## src/rtl/cpu_fifo_responder_if.sv

```systemverilog
// Producer/consumer bus for cpu_fifo_responder: write port, show-ahead read port and status.
interface cpu_fifo_responder_if #(
  parameter int WIDTH = 32,
  parameter int DEPTH = 16
);
  localparam int LW = $clog2(DEPTH) + 1;

  logic             iWR_WRITE;
  logic [WIDTH-1:0] iWR_WRITEDATA;
  logic             oWR_WAITREQUEST;
  logic             iRD_READ;
  logic [WIDTH-1:0] oRD_READDATA;
  logic             oRD_WAITREQUEST;
  logic [LW-1:0]    oLEVEL;
  logic             oFULL;
  logic             oEMPTY;
  logic [15:0]      oUNDERFLOW_CNT;

  modport master (
    output iWR_WRITE, iWR_WRITEDATA, iRD_READ,
    input  oWR_WAITREQUEST, oRD_READDATA, oRD_WAITREQUEST,
    input  oLEVEL, oFULL, oEMPTY, oUNDERFLOW_CNT
  );

  modport slave (
    input  iWR_WRITE, iWR_WRITEDATA, iRD_READ,
    output oWR_WAITREQUEST, oRD_READDATA, oRD_WAITREQUEST,
    output oLEVEL, oFULL, oEMPTY, oUNDERFLOW_CNT
  );
endinterface

```

## src/rtl/cpu_fifo_responder.sv

```systemverilog
// Single-clock FIFO between a writing and a reading bus master, zero-latency show-ahead read,
// optional non-blocking reads on empty that return EMPTY_WORD and count underflows.
module cpu_fifo_responder #(
  parameter int              DEPTH      = 16,
  parameter int              WIDTH      = 32,
  parameter int              NONBLOCK   = 1,
  parameter logic [WIDTH-1:0] EMPTY_WORD = 32'hffffffff
) (
  input logic                 iCLK,
  input logic                 iRESET,
  cpu_fifo_responder_if.slave bus
);
  localparam int AW = $clog2(DEPTH);
  localparam int LW = AW + 1;

  logic [WIDTH-1:0] mem [DEPTH];
  logic [AW-1:0]    wr_ptr;
  logic [AW-1:0]    rd_ptr;
  logic [LW-1:0]    level;
  logic [LW-1:0]    level_nxt;
  logic             full;
  logic             empty;
  logic [15:0]      underflow_cnt;

  logic rd_stall;
  logic rd_accept;
  logic rd_pop;
  logic wr_stall;
  logic wr_accept;
  logic underflow;

  // A read on empty is accepted in non-blocking mode but never pops: no write bypass.
  assign rd_stall  = (NONBLOCK == 0) && bus.iRD_READ && empty;
  assign rd_accept = bus.iRD_READ && !rd_stall;
  assign rd_pop    = rd_accept && !empty;
  assign underflow = (NONBLOCK != 0) && bus.iRD_READ && empty;
  assign wr_stall  = bus.iWR_WRITE && full && !rd_accept;
  assign wr_accept = bus.iWR_WRITE && !wr_stall;

  always_comb begin
    // NOTE: default assignment first so no path leaves level_nxt unassigned (no latch).
    level_nxt = level;
    case ({wr_accept, rd_pop})
      2'b10:   level_nxt = level + LW'(1);
      2'b01:   level_nxt = level - LW'(1);
      default: level_nxt = level;
    endcase
  end

  // NOTE: non-blocking assignments for all clocked state so every register samples pre-edge values.
  always_ff @(posedge iCLK or posedge iRESET) begin
    if (iRESET) begin
      wr_ptr        <= '0;
      rd_ptr        <= '0;
      level         <= '0;
      full          <= 1'b0;
      empty         <= 1'b1;
      underflow_cnt <= '0;
    end else begin
      if (wr_accept) wr_ptr <= wr_ptr + AW'(1);
      if (rd_pop)    rd_ptr <= rd_ptr + AW'(1);
      level <= level_nxt;
      full  <= (level_nxt == LW'(DEPTH));
      empty <= (level_nxt == '0);
      if (underflow && (underflow_cnt != 16'hffff))
        underflow_cnt <= underflow_cnt + 16'd1;
    end
  end

  // NOTE: storage is deliberately not reset; empty masks stale words from the read port.
  always_ff @(posedge iCLK) begin
    if (wr_accept) mem[wr_ptr] <= bus.iWR_WRITEDATA;
  end

  assign bus.oRD_READDATA    = empty ? EMPTY_WORD : mem[rd_ptr];
  assign bus.oRD_WAITREQUEST = rd_stall;
  assign bus.oWR_WAITREQUEST = wr_stall;
  assign bus.oLEVEL          = level;
  assign bus.oFULL           = full;
  assign bus.oEMPTY          = empty;
  assign bus.oUNDERFLOW_CNT  = underflow_cnt;
endmodule
```

## src/flat_wrapper.sv

```systemverilog
// flat-port wrapper written by rule: the top's interface ports become plain ports
module cpu_fifo_responder_flat 
#(
  parameter int              DEPTH      = 16,
  parameter int              WIDTH      = 32,
  parameter int              NONBLOCK   = 1,
  parameter logic [WIDTH-1:0] EMPTY_WORD = 32'hffffffff
)
  (iCLK, iRESET, bus_iWR_WRITE, bus_iWR_WRITEDATA, bus_iRD_READ, bus_oWR_WAITREQUEST, bus_oRD_READDATA, bus_oRD_WAITREQUEST, bus_oLEVEL, bus_oFULL, bus_oEMPTY, bus_oUNDERFLOW_CNT);
  cpu_fifo_responder_if #(.WIDTH(WIDTH), .DEPTH(DEPTH)) bus_i ();
  input logic iCLK;
  input logic iRESET;
  input wire logic [$bits(bus_i.iWR_WRITE)-1:0] bus_iWR_WRITE;
  input wire logic [$bits(bus_i.iWR_WRITEDATA)-1:0] bus_iWR_WRITEDATA;
  input wire logic [$bits(bus_i.iRD_READ)-1:0] bus_iRD_READ;
  output wire logic [$bits(bus_i.oWR_WAITREQUEST)-1:0] bus_oWR_WAITREQUEST;
  output wire logic [$bits(bus_i.oRD_READDATA)-1:0] bus_oRD_READDATA;
  output wire logic [$bits(bus_i.oRD_WAITREQUEST)-1:0] bus_oRD_WAITREQUEST;
  output wire logic [$bits(bus_i.oLEVEL)-1:0] bus_oLEVEL;
  output wire logic [$bits(bus_i.oFULL)-1:0] bus_oFULL;
  output wire logic [$bits(bus_i.oEMPTY)-1:0] bus_oEMPTY;
  output wire logic [$bits(bus_i.oUNDERFLOW_CNT)-1:0] bus_oUNDERFLOW_CNT;
  assign bus_i.iWR_WRITE = bus_iWR_WRITE;
  assign bus_i.iWR_WRITEDATA = bus_iWR_WRITEDATA;
  assign bus_i.iRD_READ = bus_iRD_READ;
  assign bus_oWR_WAITREQUEST = bus_i.oWR_WAITREQUEST;
  assign bus_oRD_READDATA = bus_i.oRD_READDATA;
  assign bus_oRD_WAITREQUEST = bus_i.oRD_WAITREQUEST;
  assign bus_oLEVEL = bus_i.oLEVEL;
  assign bus_oFULL = bus_i.oFULL;
  assign bus_oEMPTY = bus_i.oEMPTY;
  assign bus_oUNDERFLOW_CNT = bus_i.oUNDERFLOW_CNT;
  cpu_fifo_responder #(.DEPTH(DEPTH), .WIDTH(WIDTH), .NONBLOCK(NONBLOCK), .EMPTY_WORD(EMPTY_WORD)) u_core (.iCLK(iCLK), .iRESET(iRESET), .bus(bus_i));
endmodule
```

## config.mk

```make
export PLATFORM = sky130hd
export DESIGN_NAME = cpu_fifo_responder_flat
export DESIGN_NICKNAME = d
export VERILOG_FILES = /design/src/rtl/cpu_fifo_responder_if.sv /design/src/rtl/cpu_fifo_responder.sv /design/src/flat_wrapper.sv
export SDC_FILE = /design/constraint.sdc
export NUM_CORES = 1
export LEC_CHECK = 0
export CAP_MARGIN = 20
export CORE_MARGIN = 2
export CORE_UTILIZATION = 40
export CTS_BUF_LIST = sky130_fd_sc_hd__clkbuf_16
export DETAILED_ROUTE_END_ITERATION = 10
export SLEW_MARGIN = 10
export SYNTH_ARGS = -nofsm -noshare
export SYNTH_HDL_FRONTEND = slang
export SYNTH_SLANG_ARGS = --single-unit
```

## constraint.sdc

```tcl
create_clock -name iCLK -period 4.2 [get_ports iCLK]
set_input_delay 0.84 -clock iCLK [delete_from_list [all_inputs] [get_ports iCLK]]
set_output_delay 0.84 -clock iCLK [all_outputs]
set_load 0.02 [all_outputs]
```

==> results_tabular.tex <==
\begin{tabular}{lr}
\hline
Metric & Value \\
\hline
\multicolumn{2}{l}{\textbf{Route}} \\
Post-DR wirelength/cell & 23.7 microns \\
Detail Route Antenna Nets & 0 \\
Number of DRC markers after the initial detailed-route iteration & roughly 890 \\
Vias per inst & 5.34 \\
Total via count in the routed design & about 9900 \\
Iteration count of the initial detailed-routing pass & 5 \\
Number of DRC violations after detailed routing & 0 \\
Total Wirelength & 44000 microns \\
\multicolumn{2}{l}{\textbf{Floorplan}} \\
Effective utilization at floorplan & about two fifths \\
\# rows & 84 \\
Die area & around 55000 sq um \\
Chip width & 235 microns \\
Total I/O pin count & 93 \\
Total core area & around 53000 sq um \\
Die boundary height & between 200 and 250 microns \\
\multicolumn{2}{l}{\textbf{Timing}} \\
Count of pins over their slew limit & 0 \\
Clock Skew & about 15 ps \\
Unrepaired setup endpoints after global routing & no \\
Setup ws final & 182 ps \\
Final-layout worst hold slack & a little over 500 ps \\
Shortest period the worst path allows & between 4000 and 5000 ps \\
Transition time at the pin with the least slew margin & 866 ps \\
Final worst-path cycle share & 95.7\% \\
Relative slew slack & between 40 and 50\% \\
Count of final setup violators & 0 \\
Final Hold Vio Count & 0 \\
Maximum clock frequency & roughly 250 MHz \\
\multicolumn{2}{l}{\textbf{Logic synthesis}} \\
Share of synthesized cell area in and, or, nand and nor gates & roughly 2.0\% \\
Share of the synthesized area in the top cell type & a little under three quarters \\
Cell accounting for the most synthesized area & edfxtp\_1 \\
Part of the Yosys area used for sequential elements & about three quarters \\
Largest cells by area after synthesis & edfxtp\_1 72\%, mux4\_2 11\%, dfrtp\_1 3.5\%, mux4\_1 3.1\%, mux2\_2 1.8\% \\
Number of warnings printed during yosys synthesis & 0 \\
Proportion of synthesized flip-flops having asynchronous set or reset & roughly 5.7\% \\
Top flip-flop cell by instance count after synthesis & edfxtp\_1 \\
Synthesized netlist cell count & slightly below 1000 \\
Mux contribution to synthesized area & about 17\% \\
Arithmetic-cell share of the synthesized area counting full adders, half adders and majority gates & 0.527\% \\
Xor and xnor area share after synthesis & less than 1\% \\
Top-count cell post-synth & edfxtp\_1 \\
Number of nets in the synthesized netlist & a little over 1000 \\
Commonest cells in the synthesized netlist & 512 x edfxtp\_1, 103 x mux4\_2, 36 x a21oi\_1 \\
Mapped Area & around 21000 sq um \\
Number of enable-type register cells in the synthesized netlist & 512 \\
Flops \& latches, synth & around 540 \\
Share of the synthesized area in compound gates (AO/OA/AOI/OAI) & under 10\% \\
Distinct cell type count of the synthesized netlist & between 40 and 50 \\
Post-Synthesis Mean Instance Area & roughly 22 sq um \\
Main combinational cell family by area after synthesis & multiplexers \\
\multicolumn{2}{l}{\textbf{Worst setup path}} \\
Critical path required time & roughly 3400 ps \\
Arrival @ worst endpoint & 3180 ps \\
RR Startpoint & u\_core.bus.oEMPTY\$\_DFF\_PP1\_ \\
Worst-path fanout max & 30 \\
Worst setup SP type & flop \\
Path depth of the worst reg2reg path & 10 \\
Critical register-to-register path endpoint & u\_core.bus.oFULL\$\_DFF\_PP0\_ \\
Critical path endpoint category & output port \\
Register-to-register setup slack & roughly 1300 ps \\
Worst setup path startpoint & u\_core.rd\_ptr[2]\$\_DFFE\_PP0P\_ \\
Class of the most critical setup path & flop to output port \\
\multicolumn{2}{l}{\textbf{Layout}} \\
Signed area change from the synthesized netlist to the final layout & 17.5\% \\
Share of cells above drive strength 1 & between 20\% and 30\% \\
Net total in the final layout & about 1200 \\
Non-filler cells in the finished layout & about 1900 \\
Diode insertion count for antenna repair & 0 \\
\multicolumn{2}{l}{\textbf{CTS}} \\
Buffer cell driving the clock tree root & clkbuf\_16 \\
Skew-Pair Late Insertion Delay & just under 600 ps \\
CTS Buf Count & between 50 and 60 \\
Clock tree from TritonCTS & done \\
Clock-pin slew on the worst setup and hold paths & $\sim$60 ps \\
Maximum clock insertion buffer count & 3 \\
Clock net sink count & roughly 540 \\
CTS H-tree depth & 2 \\
\multicolumn{2}{l}{\textbf{Power}} \\
Fraction of power consumed by the clock network & a little over a quarter \\
Sequential fraction of design power & about two fifths \\
Sw Pwr & between 5 and 6 mW \\
Fraction of power consumed by combinational cells & 32.5\% \\
PnR Total Power & $\sim$17 mW \\
Peak ir drop on the vdd network & approximately 0.40 mV \\
Leakage dissipation & between 8 and 9 nW \\
Net Sw Frac & between 30\% and 40\% \\
Internal portion of total power & between 10 and 15 mW \\
Power density cells & between 600 and 700 nW/um\^{}2 \\
\multicolumn{2}{l}{\textbf{Run status}} \\
Result of the run & completed \\
\multicolumn{2}{l}{\textbf{Min path}} \\
Worst min path class & flop to flop \\
Source of the worst hold timing path & u\_core.bus.oUNDERFLOW\_CNT[13]\$\_DFFE\_PP0P\_ \\
Instance count along the most critical hold path & 1 \\
Hold Crit Endpoint & u\_core.bus.oUNDERFLOW\_CNT[13]\$\_DFFE\_PP0P\_ \\
\multicolumn{2}{l}{\textbf{Global route}} \\
Initial antenna violation count & 2 \\
GRT Overall Usage & $\sim$16\% \\
Global route overflow & 0 \\
Wire length of the first global-routing pass & $\sim$67000 microns \\
Number of global-route vias before repair & 10500 \\
Pin count of the biggest net entering global routing & 39 \\
\multicolumn{2}{l}{\textbf{Place}} \\
Placed Instances & 1759 \\
Worst slack, placed & around 560 ps \\
IO Port Bufs & 91 \\
GPL Wtd Cong & slightly above 0.7 \\
Post-detail-place hpwl & between 20000 and 25000 microns \\
\multicolumn{2}{l}{\textbf{Run}} \\
Number of max-cap violations & 0 \\
\hline
\end{tabular}
==> per-layer routing <==
layer	share of wire (%)	vias up	track usage, %
li1	-	4398	-
met5	0.068	-	0
met3	3.9	60	2.61
met2	49	167	26.5
met1	45	5296	22.1
met4	1.9	4	4.81
==> kinds of logic after synthesis <==
group / Yosys count
other: 1
and+or+nand+nor: 75
muxes: 196
xor gates and xnor gates: 24
AOI/OAI and AO/OA: 79
adders and majority gates: 9
DFF: 543
buffers and inverters: 65
==> worst max-delay path, cell delays in order, from the launching register on <==
cell	delay (ps)
dfrtp_4	770
buf_12	280
mux4_1	370
mux2_2	290
a21oi_1	140
o21ai_1	140
clkdlybuf4s50_1	600
==> stage by stage <==
stage               cell area, sq um  util [%]  setup TNS, ps
floorplan                      21400         -         -88800
global placement               23400      44.5              0
detailed placement             23400      44.5              0
CTS                            25100      47.7              0
global route                   25100      47.7              0
finish                         25100      47.7              0
==> power by group through the flow <==
stage	clock (mW)	sequential, mW	combinational, mW
global route	4.87	6.98	5.94
floorplan	0	6.81	3.76
detailed placement	0	7.07	5.60
CTS	4.66	6.93	5.67
global placement	0	7.04	5.57
finish	4.53	6.92	5.52
==> how the worst max path moves through the flow <==
stage	endpoint	slack, ps	cells past startpoint
3_5_place_dp	u_core.bus.oFULL$_DFF_PP0_	560	12
4_1_cts	bus_oRD_READDATA[30]	100	6
6_report	bus_oRD_READDATA[1]	180	6
2_1_floorplan	u_core.mem[2][0]$_DFFE_PP_	-690	5
5_1_grt	bus_oRD_READDATA[30]	40	6
3_3_place_gp	u_core.bus.oFULL$_DFF_PP0_	620	12
==> sequential cells by signal, summed over array words and instances (netlist names) <==
register and flops:
u_core.mem 512, u_core.wr_ptr 4, u_core.bus.oEMPTY 1, u_core.bus.oUNDERFLOW_CNT 16, u_core.bus.oFULL 1, u_core.bus.oLEVEL 5, u_core.rd_ptr 4
==> repair_timing <==
| item | 4_1_cts | 5_1_grt |
|---|---|---|
| gates resized for setup | 1 | 0 |
| hold buffers | 0 | 0 |
| buffers inserted | 1 | 0 |
| hold endpoints to repair | 0 | 0 |
| endpoints found under the setup margin | 4 | 0 |
==> cell usage in the layout (no fill, tap or decap), types with 27 or more instances in the layout <==
cell and instances:
clkbuf_16 58, o21ai_1 32, a21oi_1 36, inv_1 27, edfxtp_1 512, mux2_2 35
clkdlybuf4s50_1 91, mux2i_1 33, mux4_2 103, buf_4 30
==> area by class of cell <==
type	instances	area, sq um
fill	4329	27600
sequential	543	16200
multi-input combinational	384	4930
clock buffer	58	1450
timing repair buffer	135	1420
tap	688	861
clock inverter	41	219
inverter	10	37.5
Power figures use the tool's default switching activity.
